`config.mk`:
```
export PLATFORM = sky130hd
export DESIGN_NAME = doctor_allocator
export DESIGN_NICKNAME = d
export VERILOG_FILES = /design/src/rtl/doctor_allocator.sv
export SDC_FILE = /design/constraint.sdc
export NUM_CORES = 1
export LEC_CHECK = 0
export BUFFER_PORTS_ARGS = -buffer_cell sky130_fd_sc_hd__buf_2
export CELL_PAD_IN_SITES_DETAIL_PLACEMENT = 0
export CELL_PAD_IN_SITES_GLOBAL_PLACEMENT = 1
export CORE_MARGIN = 5
export CORE_UTILIZATION = 40
export CTS_BUF_LIST = sky130_fd_sc_hd__clkbuf_4 sky130_fd_sc_hd__clkbuf_8
export DETAILED_ROUTE_END_ITERATION = 12
export PLACE_DENSITY_LB_ADDON = 0.05
export SLEW_MARGIN = 20
export SYNTH_ARGS = -nofsm -noshare
export SYNTH_HDL_FRONTEND = slang
export SYNTH_SLANG_ARGS = --single-unit
```
`constraint.sdc`:
```
create_clock -name clk -period 3.6 [get_ports clk]
set_input_delay 0.18 -clock clk [delete_from_list [all_inputs] [get_ports clk]]
set_output_delay 0.18 -clock clk [all_outputs]
set_load 0.01 [all_outputs]
```
`src/rtl/doctor_allocator.sv`:
```
// Doctor allocation engine: fixed-priority assignment of tagged patients to capable free doctors.
// Define WAITQ_EN to build the QDEPTH-entry FIFO waiting queue; otherwise unservable requests are rejected.
module doctor_allocator #(
   parameter int NUM_DOC        = 4,
   parameter int QW             = 2,
   parameter logic [NUM_DOC*(2**QW)-1:0] CAP_MAP = 16'h8FE7,
   parameter int CONSULT_CYCLES = 15,
   parameter int TAG_W          = 4,
   parameter int QDEPTH         = 4,
   localparam int DW            = (NUM_DOC > 1) ? $clog2(NUM_DOC) : 1
) (
   input  logic               clk,
   input  logic               rst_n,
   input  logic               req_valid,
   output logic               req_ready,
   input  logic [QW-1:0]      req_query,
   input  logic [TAG_W-1:0]   req_tag,
   input  logic [NUM_DOC-1:0] release_doc,
   output logic               resp_valid,
   output logic [1:0]         resp_status,
   output logic [DW-1:0]      resp_doc,
   output logic [TAG_W-1:0]   resp_tag,
   output logic [NUM_DOC-1:0] busy,
   output logic [7:0]         reject_cnt
);
   // Handshake: a request transfers on a rising edge where req_valid && req_ready;
   // req_ready is derived from registered state only and never looks at req_valid.

   localparam int NQ = 2**QW;
   localparam int TW = $clog2(CONSULT_CYCLES + 1);
   localparam logic [TW-1:0] T_LOAD = TW'(CONSULT_CYCLES - 1);

   logic [NUM_DOC-1:0] busy_q, busy_d;
   logic [TW-1:0]      timer_q [NUM_DOC];
   logic [TW-1:0]      timer_d [NUM_DOC];
   logic               resp_valid_q, resp_valid_d;
   logic [1:0]         resp_status_q, resp_status_d;
   logic [DW-1:0]      resp_doc_q, resp_doc_d;
   logic [TAG_W-1:0]   resp_tag_q, resp_tag_d;
   logic [7:0]         reject_cnt_q, reject_cnt_d;

   logic [NUM_DOC-1:0] req_elig;
   logic               accept, alloc, rej, dispatch, q_empty;
   logic [DW-1:0]      alloc_doc;

   function automatic logic [NUM_DOC-1:0] elig_of(input logic [QW-1:0] q,
                                                  input logic [NUM_DOC-1:0] b);
      logic [NUM_DOC-1:0] e;
      for (int d = 0; d < NUM_DOC; d++) e[d] = CAP_MAP[d*NQ + int'(q)] && !b[d];
      return e;
   endfunction

   function automatic logic [DW-1:0] lowest(input logic [NUM_DOC-1:0] e);
      logic [DW-1:0] p;
      p = '0;
      for (int d = NUM_DOC - 1; d >= 0; d--) if (e[d]) p = DW'(d);
      return p;
   endfunction

`ifdef WAITQ_EN
   localparam int PW = $clog2(QDEPTH);
   logic [PW:0]        wr_q, wr_d, rd_q, rd_d;
   logic [QW-1:0]      qq_q [QDEPTH];
   logic [QW-1:0]      qq_d [QDEPTH];
   logic [TAG_W-1:0]   qt_q [QDEPTH];
   logic [TAG_W-1:0]   qt_d [QDEPTH];
   logic               q_full, enq;
   logic [NUM_DOC-1:0] head_elig;

   assign q_empty   = (wr_q == rd_q);
   assign q_full    = (wr_q[PW] != rd_q[PW]) && (wr_q[PW-1:0] == rd_q[PW-1:0]);
   assign head_elig = elig_of(qq_q[rd_q[PW-1:0]], busy_q);
   // The head always wins the single allocation slot, so new requests wait that cycle.
   assign dispatch  = !q_empty && (|head_elig);
   assign req_ready = rst_n && !dispatch && !q_full;

   always_comb begin
      wr_d = wr_q + {{PW{1'b0}}, enq};
      rd_d = rd_q + {{PW{1'b0}}, dispatch};
      qq_d = qq_q;
      qt_d = qt_q;
      if (enq) begin
         qq_d[wr_q[PW-1:0]] = req_query;
         qt_d[wr_q[PW-1:0]] = req_tag;
      end
   end
`else
   assign q_empty   = 1'b1;
   assign dispatch  = 1'b0;
   assign req_ready = rst_n;
`endif

   assign req_elig = elig_of(req_query, busy_q);
   assign accept   = req_valid && req_ready;

   always_comb begin
      alloc         = 1'b0;
      alloc_doc     = '0;
      rej           = 1'b0;
`ifdef WAITQ_EN
      enq           = 1'b0;
`endif
      resp_valid_d  = 1'b0;
      resp_status_d = resp_status_q;
      resp_doc_d    = resp_doc_q;
      resp_tag_d    = resp_tag_q;
`ifdef WAITQ_EN
      if (dispatch) begin
         alloc         = 1'b1;
         alloc_doc     = lowest(head_elig);
         resp_valid_d  = 1'b1;
         resp_status_d = 2'b01;
         resp_doc_d    = alloc_doc;
         resp_tag_d    = qt_q[rd_q[PW-1:0]];
      end else
`endif
      if (accept) begin
         resp_valid_d = 1'b1;
         resp_tag_d   = req_tag;
         resp_doc_d   = '0;
         if (q_empty && (|req_elig)) begin
            alloc         = 1'b1;
            alloc_doc     = lowest(req_elig);
            resp_status_d = 2'b01;
            resp_doc_d    = alloc_doc;
         end else begin
`ifdef WAITQ_EN
            enq           = 1'b1;
            resp_status_d = 2'b10;
`else
            rej           = 1'b1;
            resp_status_d = 2'b11;
`endif
         end
      end
      reject_cnt_d = (rej && reject_cnt_q != 8'hFF) ? reject_cnt_q + 8'd1 : reject_cnt_q;

      // Allocation only ever targets a free doctor, so it cannot collide with a countdown.
      for (int d = 0; d < NUM_DOC; d++) begin
         busy_d[d]  = busy_q[d];
         timer_d[d] = timer_q[d];
         if (busy_q[d]) begin
            if (release_doc[d] || timer_q[d] == '0) begin
               busy_d[d]  = 1'b0;
               timer_d[d] = '0;
            end else begin
               timer_d[d] = timer_q[d] - TW'(1);
            end
         end else if (alloc && alloc_doc == DW'(d)) begin
            busy_d[d]  = 1'b1;
            timer_d[d] = T_LOAD;
         end
      end
   end

   always_ff @(posedge clk or negedge rst_n) begin
      if (!rst_n) begin
         busy_q        <= '0;
         for (int d = 0; d < NUM_DOC; d++) timer_q[d] <= '0;
         resp_valid_q  <= 1'b0;
         resp_status_q <= '0;
         resp_doc_q    <= '0;
         resp_tag_q    <= '0;
         reject_cnt_q  <= '0;
`ifdef WAITQ_EN
         wr_q <= '0;
         rd_q <= '0;
         for (int i = 0; i < QDEPTH; i++) begin
            qq_q[i] <= '0;
            qt_q[i] <= '0;
         end
`endif
      end else begin
         busy_q        <= busy_d;
         timer_q       <= timer_d;
         resp_valid_q  <= resp_valid_d;
         resp_status_q <= resp_status_d;
         resp_doc_q    <= resp_doc_d;
         resp_tag_q    <= resp_tag_d;
         reject_cnt_q  <= reject_cnt_d;
`ifdef WAITQ_EN
         wr_q <= wr_d;
         rd_q <= rd_d;
         qq_q <= qq_d;
         qt_q <= qt_d;
`endif
      end
   end

   assign resp_valid  = resp_valid_q;
   assign resp_status = resp_status_q;
   assign resp_doc    = resp_doc_q;
   assign resp_tag    = resp_tag_q;
   assign busy        = busy_q;
   assign reject_cnt  = reject_cnt_q;

endmodule

```
# [Word-level counts from Yosys, hierarchy flattened]
# Memories as Yosys holds them, arrays and structs flattened.
# Cells that the tools add are included.
[op_classes] addsub=8 mul=0 div=0 magnitude_cmp=4 n_eq_ne=4 shift=0 n_mux=44 bitwise=0 reduce_logical=28
[ops] operator="4-bit 2-to-1 mux" n=12
[ops] operator="1-bit 2-to-1 mux" n=24
[ops] operator="4-bit logical NOT" n=4
[ops] operator="4-bit by 1-bit subtractor with 4-bit output (second input constant)" n=4
[ops] operator="2-bit 2-to-1 mux" n=7
[ops] operator="4-bit by 2-bit adder with 5-bit output (first input constant)" n=2
[ops] operator="1-bit logical AND" n=10
[ops] operator="5-bit < comparator (second input constant)" n=2
[ops] operator="8-bit by 1-bit adder with 8-bit output (second input constant)" n=1
[ops] operator="8-bit != test (second input constant)" n=1
[ops] operator="2-bit nonzero test" n=4
[ops] operator="2-bit by 5-bit < comparator with 1-bit output (second input constant)" n=1
[ops] operator="4-bit by 5-bit < comparator with 1-bit output (second input constant)" n=1
[ops] operator="3-bit by 2-bit adder with 4-bit output (first input constant)" n=1
[ops] operator="2-bit equality test (second input constant)" n=2
[ops] operator="1-bit logical NOT" n=4
[ops] operator="1-bit logical OR" n=4
[ops] operator="4-bit OR reduction" n=1
[ops] operator="1-bit binary-select mux with 2-bit select" n=1
[ops] operator="2-bit by 1-bit equality test with 1-bit output (second input constant)" n=1
[ops] operator="2-bit logical NOT" n=1
[word_totals] regBits=37 latchBits=0 ram_bits=0 rom_bits=48 input_bits=13 out_inout_bits=22 wordCells=101 n_memories=3
[memory_table] name="(no name shown)" depth=16 word_bits=1 rd=1 rd_ports_with_merged_regs=0 write_ports=0 line="49" text="for (int d = 0; d < NUM_DOC; d++) e[d] = CAP_MAP[d*NQ + int'(q)] && !b[d];"
[memory_table] name="(no name shown)" depth=16 word_bits=1 rd=1 rd_ports_with_merged_regs=0 write_ports=0 line="49"
[memory_table] name="(no name shown)" depth=16 word_bits=1 rd=1 rd_ports_with_merged_regs=0 write_ports=0 line="49"

# [Logic depth before layout (Yosys ltp)]
[depth] ltp_word=15 depth_mapped=7 ltp_nobuf=7

# [Worst setup path after synthesis]
# OpenSTA, ideal clock, no wires.
[synth_timing] path_type="reg-to-reg" from="reg timer_q[0] (netlist bit)" to="reg timer_q[2] (netlist bit)" setup_time_ns=0.135 arrival_time_ns=1.428 t_required_ns=3.465 slack_ns=2.036 path_stages_with_launch=8 n_path_buf=0 period_less_slack_ns=1.564 path_cell_list="dfrtp_1 -> inv_1 -> ha_1 -> inv_1 -> o311ai_1 -> nand2_1 -> a21oi_1 -> a21oi_1"
[synth_via] elab_chain_len=4 word_cells_on_any_way=5 classes_between="add/sub (1); mux (2); reduce/logical (2)"
[synth_lines] element="from (decl)" line="34" text="logic [TW-1:0] timer_q [NUM_DOC];"
[synth_lines] element="from (signal assigned)" line="175" text="timer_q <= timer_d;"
[synth_lines] element="branches (longest 2 deep; another with 4-bit by 1-bit subtractor with 4-bit output)"
[synth_lines] element="4-bit 2-to-1 mux *" line="143" text="if (release_doc[d] || timer_q[d] == '0) begin"
[synth_lines] element="4-bit 2-to-1 mux *" line="142" text="if (busy_q[d]) begin"
# Mark *: on every way between the ends.
# A chain may end at the register's enable or synchronous reset.

# [Worst setup path after layout]
[layout_timing] from="in rst_n" to="reg reject_cnt_q[1], in the netlist reject_cnt[1]"
[layout_via] elab_chain_len=3
[layout_lines] element="from (decl)" line="13" text="input logic rst_n,"
[layout_lines] element="1-bit logical AND" line="94" text="assign accept = req_valid && req_ready;"
[layout_lines] element="1-bit 2-to-1 mux" line="117" text="if (accept) begin"
[layout_lines] element="1-bit logical AND" line="136" text="reject_cnt_d = (rej && reject_cnt_q != 8'hFF) ? reject_cnt_q + 8'd1 : reject_cnt_q;"
[layout_lines] element="to (signal assigned)" line="180" text="reject_cnt_q <= reject_cnt_d;"
[layout_lines] element="to (decl)" line="40" text="logic [7:0] reject_cnt_q, reject_cnt_d;"
# No other way between the ends.

==> flow_metrics.py <==
metrics = {
    "synth": {
        "ys.flop_type": "dfrtp_1",
        "synth_most_common_cell": "dfrtp_1",
        "ys_ff_latch": 37,
        "synth_common_cells": "dfrtp_1 (37), nand2_1 (21), a21oi_1 (15), inv_1 (15), nor2_1 (10)",
        "synthesis.area_sq_um": 1790,
        "synth_cell_types": 44,
        "synthTopCellsByArea": "dfrtp_1 (52%), nand2_1 (4.4%), a21oi_1 (4.2%)",
        "synth_top_area_frac": 0.516,
        "async_flop_share": 1.00,
        "synthCells": 176,
        "postSynthAreaPerCell_sq_um": 10.2,
        "yosysWarnings": 0,
        "synth_nets": 194,
        "seq_area_frac_synth": 0.516,
        "synth_edf_count": 0,
        "yosysTopAreaCell": "dfrtp_1",
    },
    "clock_tree": {
        "cts_resized": 0,
        "clk_pin_slew_ns": 0.07,
        "tritoncts": "built",
        "cts_num_sinks": 37,
        "cts-root-buf": "clkbuf_8",
        "clk_latency_ns": 0.28,
        "cts_max_level": 2,
        "cts.path.max_buffers": 2,
        "cts_made_buffers": 5,
        "post_cts.repair.setup_buffers": 0,
    },
    "finish": {
        "nets": 233,
        "drive_above_1_share": 0.259,
        "fin_util": 0.491,
        "area_growth_pct": 19.1,
        "antenna_cells": 0,
    },
    "floorplan": {
        "dieArea_sq_um": 5920,
        "ioPinCount": 35,
        "die_y_microns": 77.0,
        "die_w_microns": 77.0,
        "core-area_sq_um": 4350,
        "start_util": 0.412,
        "row_count": 24,
    },
    "place": {
        "dp_hpwl_microns": 2670,
        "routabilityCongestion": 0.763,
        "portBuffers": 34,
    },
    "timing": {
        "period_share": 0.670,
        "final-hold-violation-count": 0,
        "setup_violations": 0,
        "max_freq_mhz": 415,
        "fin_worst_skew_ns": 0.00379,
        "worst_pin_slew_ns": 0.826,
        "tns_ns": 0,
        "maxSlewViolCount": 0,
        "min_period_ns": 2.41,
        "relSlewSlack": 0.449,
        "rsz0062_at_grt": "no",
    },
    "detailed_routing": {
        "drt_wl_total_microns": 3610,
        "vias_per_cell": 5.10,
        "firstDrtPassIters": 4,
        "drt_iter0_markers": 81,
        "drc_errors": 0,
        "num_vias": 1367,
        "ant_nets": 0,
        "wire_per_inst_microns": 13.5,
    },
    "global_routing": {
        "grt_usage": 0.130,
        "grt_pass1_vias": 1371,
        "overflow": 0,
        "antenna_found_initial": 0,
        "grt_pass1_wl_microns": 6240,
        "grt_max_degree": 40,
    },
    "run": {
        "max_cap_viol_count": 0,
    },
    "power_and_ir_drop": {
        "p_leak_uw": 0.00105,
        "cellPowerDensity_nw_per_um2": 564,
        "ir_drop_uv": 225,
    },
    "setup_path": {
        "path_max_fanout": 39,
        "crit_arrival_ns": 2.58,
        "endpoint_kind": "flip-flop",
        "critPathRequiredTime_ns": 3.76,
        "start_kind": "input pin",
        "crit_type": "input pin to flip-flop",
    },
    "status": {
        "status": "completed",
    },
    "worst_hold_path": {
        "min_path_type": "input pin to flip-flop",
    },
}
[final cells by class]
type                            instances  area (sq um)
Inverter                               17          66.3
Multi-Input combinational cell        118           771
Timing Repair Buffer                   36           188
Clock inverter                          1          30.0
Tap cell                               52          65.1
Fill cell                             393          2220
Sequential cell                        37           926
Clock buffer                            7          90.1
[layout by cell type, fill, tap and decap left out, drive strengths merged, types with 2 or more instances in the layout]
cell type	n
a21o	2
o21ai	5
o22ai	7
and3	2
dfrtp	37
mux2	5
ha	5
or3	2
buf	35
xor2	5
xnor2	3
nand4	2
nand2	22
nand2b	6
inv	16
clkbuf	7
a21oi	15
nor2	10
nor3	8
a31oi	2
o311ai	3
[final timing paths]
path	startpoint	to	slack (ns)	cells past startpoint
worst max-delay path	rst_n	reject_cnt[1]$_DFFE_PN0P_	1.19	7
worst min-delay path	release_doc[1]	timer_q[10]$_DFFE_PN0P_	0.1	2
worst max register to register	busy[0]$_DFF_PN0_	reject_cnt[1]$_DFFE_PN0P_	1.47	4
worst min register to register	resp_status[0]$_DFFE_PN0P_	resp_status[0]$_DFFE_PN0P_	0.48	1
max in group asynchronous	rst_n	busy[2]$_DFF_PN0_	2.76	3
min in group asynchronous	rst_n	resp_tag[1]$_DFFE_PN0P_	0.50	3
[metal layers]
| metal | up-vias | wire [microns] | track usage |
|---|---|---|---|
| met4 | 0 | 50 | 0.0420 |
| met2 | 33 | 1550 | 0.190 |
| met3 | 6 | 215 | 0.0504 |
| met5 | - | 0 | 0 |
| li1 | 685 | - | - |
| met1 | 643 | 1800 | 0.175 |
[critical path: stages]
cell and delay (ns):
dlygate4sd3_1 0.52, buf_2 0.11, buf_4 0.41, nand3_1 0.21, o32ai_2 0.48, and3_1 0.32
mux2_1 0.33
[where the power goes]
part,internal (uW),switching (uW)
registers,495,78.4
logic,122,134
clock network,233,141
[state kept, by name, indices dropped and copies added (netlist names)]
name and flops:
timer_q 16, resp_status 2, resp_tag 4, resp_valid 1, resp_doc 2, reject_cnt 8, busy 4
[timing repair]
| item | in CTS | in global routing |
|---|---|---|
| endpoints found under the setup margin | 0 | 0 |
| hold buffers | 1 | 0 |
| endpoints found under the hold margin | 37 | 0 |
[logic make-up after synthesis]
group	count (synthesis)	share of synthesized area
AND/OR/NAND/NOR	58	0.172
AO/OA/AOI/OAI	41	0.147
flip-flops	37	0.516
buffers and inverters	21	0.0537
XOR/XNOR	8	0.0391
multiplexers	6	0.0370
adder cells (fa/ha/maj)	5	0.0349
[stage by stage]
| stage | worst slack [ns] | cell area [sq um] | total power (uW) | hold WS (ns) | cells |
|---|---|---|---|---|---|
| 6_report | 1.19 | 2140 | 1200 | 0.0962 | 268 |
| 5_1_grt | 1.00 | 2140 | 1290 | 0.0971 | 268 |
| 4_1_cts | 1.14 | 2140 | 1220 | 0.0882 | 268 |
| 3_5_place_dp | 1.39 | 2010 | 842 | 0.292 | 259 |
| 3_3_place_gp | 1.47 | 2010 | 822 | 0.280 | 259 |
| 2_1_floorplan | 2.04 | 1790 | 758 | -0.116 | 176 |
Note: power is estimated with default switching activity, not from simulation.
